## src/rtl/lpc_encoder_param.sv

```systemverilog
// Parametrised longitudinal-parity block encoder: data bytes + per-byte parity + column parity byte.
// Defining LPC_ENC_DOUBLE_BUF_EN adds an output register so collection overlaps emission.
module lpc_encoder_param #(
  parameter int IN_BYTES    = 2,
  parameter int BLOCK_BEATS = 4,
  parameter bit ODD_PARITY  = 1'b0,
  localparam int BB = IN_BYTES * BLOCK_BEATS,
  localparam int OW = 9 * BB + 8,
  localparam int CW = $clog2(BB + 1)
) (
  input  logic                  ACLK,
  input  logic                  ARESET,
  input  logic [8*IN_BYTES-1:0] TDATA,
  input  logic                  TVALID,
  input  logic                  TLAST,
  input  logic                  TUSER,
  output logic                  TREADY,
  output logic                  OUT_VALID,
  input  logic                  OUT_READY,
  output logic [OW-1:0]         OUT_DATA,
  output logic [CW-1:0]         OUT_BYTES,
  output logic                  OUT_LAST,
  output logic                  ABORT
);
  localparam int BCW = $clog2(BLOCK_BEATS + 1);
  localparam logic [BCW-1:0] FULL_BEATS = BCW'(BLOCK_BEATS);

  typedef enum logic [1:0] {
    ST_COLLECT = 2'd0,
    ST_EMIT    = 2'd1,
    ST_FULL    = 2'd2
  } state_t;

  state_t            state_r;
  logic              tready_r;
  logic              out_valid_r;
  logic [OW-1:0]     out_data_r;
  logic [CW-1:0]     out_bytes_r;
  logic              out_last_r;
  logic              abort_r;
  logic [8*BB-1:0]   acc_data_r;
  logic [BB-1:0]     acc_pv_r;
  logic [7:0]        acc_ph_r;
  logic [BCW-1:0]    acc_cnt_r;

  logic              accept_s;
  logic              restart_s;
  logic              close_s;
  logic [BCW-1:0]    base_cnt_s;
  logic [8*BB-1:0]   nxt_data_s;
  logic [BB-1:0]     nxt_pv_s;
  logic [7:0]        nxt_ph_s;
  logic [BCW-1:0]    nxt_cnt_s;
  logic [7:0]        beat_byte_s;
  logic [CW-1:0]     close_bytes_s;
  logic [OW-1:0]     close_word_s;

  function automatic logic [BB-1:0] byte_mask(input logic [CW-1:0] nbytes);
    logic [BB-1:0] m;
    for (int i = 0; i < BB; i++) begin
      m[i] = (i < int'(nbytes)) ? 1'b1 : 1'b0;
    end
    return m;
  endfunction

  // Running parities are kept even; odd mode inverts only bits that belong to received bytes.
  function automatic logic [OW-1:0] make_word(input logic [8*BB-1:0] d, input logic [BB-1:0] pv_even,
                                              input logic [7:0] ph_even, input logic [CW-1:0] nbytes);
    logic [BB-1:0] pv_o;
    logic [7:0]    ph_o;
    pv_o = pv_even ^ (byte_mask(nbytes) & {BB{ODD_PARITY}});
    ph_o = ph_even ^ {8{ODD_PARITY}};
    return {ph_o, pv_o, d};
  endfunction

  function automatic logic [CW-1:0] beats_to_bytes(input logic [BCW-1:0] beats);
    return CW'(int'(beats) * IN_BYTES);
  endfunction

  assign accept_s  = TVALID & tready_r;
  assign restart_s = TUSER & (acc_cnt_r != {BCW{1'b0}});

  // Next accumulator contents if the current beat is accepted
  always_comb begin
    beat_byte_s = 8'h00;
    if (restart_s) begin
      base_cnt_s = {BCW{1'b0}};
      nxt_data_s = {(8*BB){1'b0}};
      nxt_pv_s   = {BB{1'b0}};
      nxt_ph_s   = 8'h00;
    end else begin
      base_cnt_s = acc_cnt_r;
      nxt_data_s = acc_data_r;
      nxt_pv_s   = acc_pv_r;
      nxt_ph_s   = acc_ph_r;
    end
    for (int j = 0; j < IN_BYTES; j++) begin
      beat_byte_s = TDATA[8*(IN_BYTES-j)-1 -: 8];
      nxt_data_s[8*(int'(base_cnt_s)*IN_BYTES + j) +: 8] = beat_byte_s;
      nxt_pv_s[int'(base_cnt_s)*IN_BYTES + j] = ^beat_byte_s;
      nxt_ph_s = nxt_ph_s ^ beat_byte_s;
    end
    nxt_cnt_s     = base_cnt_s + BCW'(1'b1);
    close_s       = TLAST | (nxt_cnt_s == FULL_BEATS);
    close_bytes_s = beats_to_bytes(nxt_cnt_s);
    close_word_s  = make_word(nxt_data_s, nxt_pv_s, nxt_ph_s, close_bytes_s);
  end

`ifdef LPC_ENC_DOUBLE_BUF_EN
  logic              acc_last_r;
  logic [CW-1:0]     hold_bytes_s;
  logic [OW-1:0]     hold_word_s;
  assign hold_bytes_s = beats_to_bytes(acc_cnt_r);
  assign hold_word_s  = make_word(acc_data_r, acc_pv_r, acc_ph_r, hold_bytes_s);
`endif

  // Control FSM, accumulator and registered outputs
  always_ff @(posedge ACLK or posedge ARESET) begin
    if (ARESET) begin
      state_r     <= ST_COLLECT;
      tready_r    <= 1'b0;
      out_valid_r <= 1'b0;
      out_data_r  <= {OW{1'b0}};
      out_bytes_r <= {CW{1'b0}};
      out_last_r  <= 1'b0;
      abort_r     <= 1'b0;
      acc_data_r  <= {(8*BB){1'b0}};
      acc_pv_r    <= {BB{1'b0}};
      acc_ph_r    <= 8'h00;
      acc_cnt_r   <= {BCW{1'b0}};
`ifdef LPC_ENC_DOUBLE_BUF_EN
      acc_last_r  <= 1'b0;
`endif
    end else begin
      abort_r <= 1'b0;
`ifdef LPC_ENC_DOUBLE_BUF_EN
      if (out_valid_r && OUT_READY) begin
        out_valid_r <= 1'b0;
      end
`endif
      case (state_r)
        ST_COLLECT: begin
          tready_r <= 1'b1;
          if (accept_s) begin
            abort_r <= restart_s;
            if (close_s) begin
`ifdef LPC_ENC_DOUBLE_BUF_EN
              if (!out_valid_r || OUT_READY) begin
                out_valid_r <= 1'b1;
                out_data_r  <= close_word_s;
                out_bytes_r <= close_bytes_s;
                out_last_r  <= TLAST;
                acc_data_r  <= {(8*BB){1'b0}};
                acc_pv_r    <= {BB{1'b0}};
                acc_ph_r    <= 8'h00;
                acc_cnt_r   <= {BCW{1'b0}};
              end else begin
                // Output register busy: park the closed block in the accumulator
                acc_data_r  <= nxt_data_s;
                acc_pv_r    <= nxt_pv_s;
                acc_ph_r    <= nxt_ph_s;
                acc_cnt_r   <= nxt_cnt_s;
                acc_last_r  <= TLAST;
                tready_r    <= 1'b0;
                state_r     <= ST_FULL;
              end
`else
              out_valid_r <= 1'b1;
              out_data_r  <= close_word_s;
              out_bytes_r <= close_bytes_s;
              out_last_r  <= TLAST;
              acc_data_r  <= {(8*BB){1'b0}};
              acc_pv_r    <= {BB{1'b0}};
              acc_ph_r    <= 8'h00;
              acc_cnt_r   <= {BCW{1'b0}};
              tready_r    <= 1'b0;
              state_r     <= ST_EMIT;
`endif
            end else begin
              acc_data_r <= nxt_data_s;
              acc_pv_r   <= nxt_pv_s;
              acc_ph_r   <= nxt_ph_s;
              acc_cnt_r  <= nxt_cnt_s;
            end
          end
        end
`ifdef LPC_ENC_DOUBLE_BUF_EN
        ST_FULL: begin
          if (!out_valid_r || OUT_READY) begin
            out_valid_r <= 1'b1;
            out_data_r  <= hold_word_s;
            out_bytes_r <= hold_bytes_s;
            out_last_r  <= acc_last_r;
            acc_data_r  <= {(8*BB){1'b0}};
            acc_pv_r    <= {BB{1'b0}};
            acc_ph_r    <= 8'h00;
            acc_cnt_r   <= {BCW{1'b0}};
            acc_last_r  <= 1'b0;
            tready_r    <= 1'b1;
            state_r     <= ST_COLLECT;
          end else begin
            tready_r    <= 1'b0;
          end
        end
`else
        ST_EMIT: begin
          if (OUT_READY) begin
            out_valid_r <= 1'b0;
            tready_r    <= 1'b1;
            state_r     <= ST_COLLECT;
          end else begin
            tready_r    <= 1'b0;
          end
        end
`endif
        default: begin
          tready_r <= 1'b0;
          state_r  <= ST_COLLECT;
        end
      endcase
    end
  end

  assign TREADY    = tready_r;
  assign OUT_VALID = out_valid_r;
  assign OUT_DATA  = out_data_r;
  assign OUT_BYTES = out_bytes_r;
  assign OUT_LAST  = out_last_r;
  assign ABORT     = abort_r;

endmodule

```

## config.mk

```make
export PLATFORM = sky130hd
export DESIGN_NAME = lpc_encoder_param
export DESIGN_NICKNAME = d
export VERILOG_FILES = /design/src/rtl/lpc_encoder_param.sv
export SDC_FILE = /design/constraint.sdc
export NUM_CORES = 1
export LEC_CHECK = 0
export ABC_CLOCK_PERIOD_IN_PS = 14800
export CAP_MARGIN = 30
export CELL_PAD_IN_SITES_DETAIL_PLACEMENT = 0
export CELL_PAD_IN_SITES_GLOBAL_PLACEMENT = 1
export CORE_ASPECT_RATIO = 1.75
export CORE_MARGIN = 3
export CORE_UTILIZATION = 40
export CTS_BUF_LIST = sky130_fd_sc_hd__clkbuf_16
export CTS_CLUSTER_SIZE = 14
export DETAILED_ROUTE_END_ITERATION = 12
export PLACE_DENSITY = 0.74
export SYNTH_ARGS = -nofsm -noshare
export SYNTH_HDL_FRONTEND = slang
export SYNTH_SLANG_ARGS = --single-unit
```

## constraint.sdc

```tcl
create_clock -name ACLK -period 14.8 [get_ports ACLK]
set_clock_uncertainty 0.05 [all_clocks]
set_input_delay 3.7 -clock ACLK [delete_from_list [all_inputs] [get_ports ACLK]]
set_output_delay 3.7 -clock ACLK [all_outputs]
set_load 0.1 [all_outputs]
```

==> results.yml <==
cells_and_area:
  seq_area_sq_um: 4250
  stdcell_count: 1038
  drive_gt1_frac: 0.0938
  multiInputGateArea_sq_um: 3050
  area_delta_synth_final_pct: 23.1
  diodes: 0
  layout.nets: 811
  fillers: 1764
pwr:
  peakVddDrop_v: 0.000121
  leakagePower_uw: 0.00397
  power_uw: 2250
  power_density_nw_per_um2: 240
run:
  max_cap_viol_count: 0
logic_synthesis:
  yosysSeqAreaShare: 0.557
  ys_warn_count: 0
  syn-num-nets: 730
  synth.distinct_cells: 50
  syn-instance-count: 706
  syn_area_sq_um: 7630
  ys_ff_latch: 170
  avgSynthCellArea_sq_um: 10.8
clocking:
  root_buffer: "clkbuf_16"
  cts_resized: 0
  clk_pin_slew_ns: 0.07
  clk_path_buf_depth: 2
  cts_htree_levels: 4
  clock_latency_ns: 0.44
  cts_inserted_buffers: 17
  cts_tree: "done"
  cts_hold_buf: 0
  clock-sinks: 170
  post-cts-setup-buffers: 0
sta:
  whs_ns: 0.440
  rsz0062_at_grt: "false"
  maxSlewViolCount: 0
  fin_crit_ns: 7.32
  fin_crit_sh: 0.494
  tightest_slew_ns: 0.982
  layout_setup_ws_ns: 7.48
  finalSetupViolCount: 0
  max_freq_ghz: 0.137
  hold_viol_final: 0
  fin_tns_setup_ns: 0
  slew-limit-headroom: 0.343
routing:
  drt_iter0_drc: 269
  vias: 5883
  via_per_inst: 5.67
  drcViolationCount: 0
  wirelength_mm: 20.7
  drtAntennaViolNets: 0
  drt_pass1_iterations: 5
  wl_per_cell_um: 20.0
setup_path:
  crit_path_start_kind: "input pin"
  critPathArrivalTime_ns: 7.59
  max_stage_delay_ns: 0.76
  critPathRequiredTime_ns: 15.07
  end_kind: "flop"
  crit_chain: "clkdlybuf4s50_1 -> nor2b_1 -> and2_1 -> ha_1 -> or2_1 -> nand2_2 -> buf_4 -> a221oi_1 -> nor2_1"
  crit_path_max_fanout: 50
  worstSetupPathType: "in2reg"
  slowest_stage: "clkdlybuf4s50_1"
  rrSetupSlack_ns: 10.90
placed_design:
  io_buffers: 108
  placed_cells: 1006
  place_ws_ns: 7.03
  place.gp.congestion: 0.795
  dp_hpwl_mm: 14.2
grt:
  grt_max_degree: 88
  grt_pass1_wl_mm: 33.3
  grt_pass1_vias: 6057
  grt_usage: 0.202
  grt-ovfl-total: 0
  antenna_found_initial: 1
worst_hold_path:
  worstHoldPathType: "reg2reg"
floorplanning:
  die_x_um: 110
  core_sq_um: 18700
  row_count: 66
  fp.dieArea_sq_um: 20800
  start_util: 0.409
  die_h_um: 189
  ioPinCount: 110
outcome:
  status: "finished clean"
[metal layers]
metal | global-route usage | part of all wire | vias up
met5 | 0 | 0.00063 | -
met4 | 0.114 | 0.043 | 2
met3 | 0.0386 | 0.048 | 48
met2 | 0.346 | 0.52 | 175
met1 | 0.237 | 0.39 | 2975
li1 | - | - | 2683
[synth_stat cells, drive strengths merged]
cell type,number,area share
a31oi,9,0.0093
o31ai,8,0.015
and3b,1,0.0011
nand3b,1,0.00098
clkbuf,17,0.0087
nor3,10,0.0093
nor2,133,0.068
ha,2,0.0033
o21bai,1,0.00098
nand3,10,0.0066
xor2,2,0.0023
nor2b,12,0.0098
buf,47,0.034
a221oi,56,0.064
or2,1,0.00082
a32oi,6,0.0069
a22o,58,0.067
dfrtp,170,0.56
a21oi,9,0.0064
nor4b,2,0.0062
conb,1,0.00049
mux2i,2,0.0026
nand2b,1,0.00082
o211ai,2,0.0020
and4b,2,0.0026
xnor2,36,0.041
inv,5,0.0025
and3,4,0.0033
o31a,1,0.0023
nor4bb,1,0.0013
nand2,55,0.028
a32o,1,0.0013
o21a,2,0.0020
o21ai,34,0.028
and2,4,0.0033
[critical path: cells and delay by family]
family	cells	cell delay [ns]
buffers and inverters	2	1.26
AOI/OAI and AO/OA	1	0.30
and+or+nand+nor	5	2.01
adders and majority gates	1	0.27
[power by group]
group	leakage (uW)	internal (uW)	switching [uW]
registers	0.00217	587	87.3
logic	0.00154	269	893
clock network	0.000257	217	200
[logic make-up (layout without fill, tap and decap cells)]
group           count (synthesis)  count (layout)  synth area share
fa+ha+maj                       2               2           0.00328
compound gates                187             187             0.205
simple gates                  237             237             0.142
mux                             2               2           0.00262
other cells                     1               1          0.000491
buf+inv                        69             163            0.0454
xor+xnor                       38              38            0.0436
flops                         170             170             0.557
[registers in the layout (all words and copies together) (netlist names)]
name,count
OUT_DATA,80
acc_data_r,64
acc_ph_r,8
acc_pv_r,8
OUT_BYTES,3
acc_cnt_r,3
ABORT,1
OUT_LAST,1
OUT_VALID,1
TREADY,1
[per-stage QoR]
stage,utilization,cell area (sq um)
after floorplan,-,7630
after global placement,0.473,8830
after detailed placement,0.475,8860
after CTS,0.504,9400
after global routing,0.504,9400
final,0.504,9400
[placed cells by master, fill, tap and decap left out, types with 8 or more instances in the layout]
| cell | count |
|---|---|
| a31oi_1 | 8 |
| nor2_1 | 126 |
| dfrtp_1 | 170 |
| a221oi_1 | 56 |
| a22o_1 | 58 |
| xnor2_1 | 36 |
| nand2_1 | 53 |
| buf_4 | 17 |
| clkdlybuf4s50_1 | 108 |
| o21ai_0 | 28 |
| a21oi_1 | 8 |
| nor2b_1 | 12 |
| clkbuf_16 | 17 |
| nand3_1 | 10 |
[final timing paths]
kind	startpoint	endpoint	depth (start not counted)
max	TUSER	OUT_DATA[38]$_DFFE_PP0P_	9
min	acc_pv_r[2]$_DFFE_PP0P_	acc_pv_r[2]$_DFFE_PP0P_	2
max reg2reg	acc_cnt_r[1]$_DFFE_PP0P_	OUT_DATA[38]$_DFFE_PP0P_	8
min reg2reg	acc_pv_r[2]$_DFFE_PP0P_	acc_pv_r[2]$_DFFE_PP0P_	2
max in group asynchronous	ARESET	acc_data_r[18]$_DFFE_PP0P_	4
min in group asynchronous	ARESET	OUT_DATA[43]$_DFFE_PP0P_	2
[area by class of cell]
class	count	share of cell area
Timing Repair Buffer	126	0.131
Multi-Input combinational cell	467	0.324
Clock inverter	15	0.0121
Clock buffer	17	0.0452
Tap cell	238	0.0317
Inverter	5	0.00253
Sequential cell	170	0.452
Power figures use the tool's default switching activity.
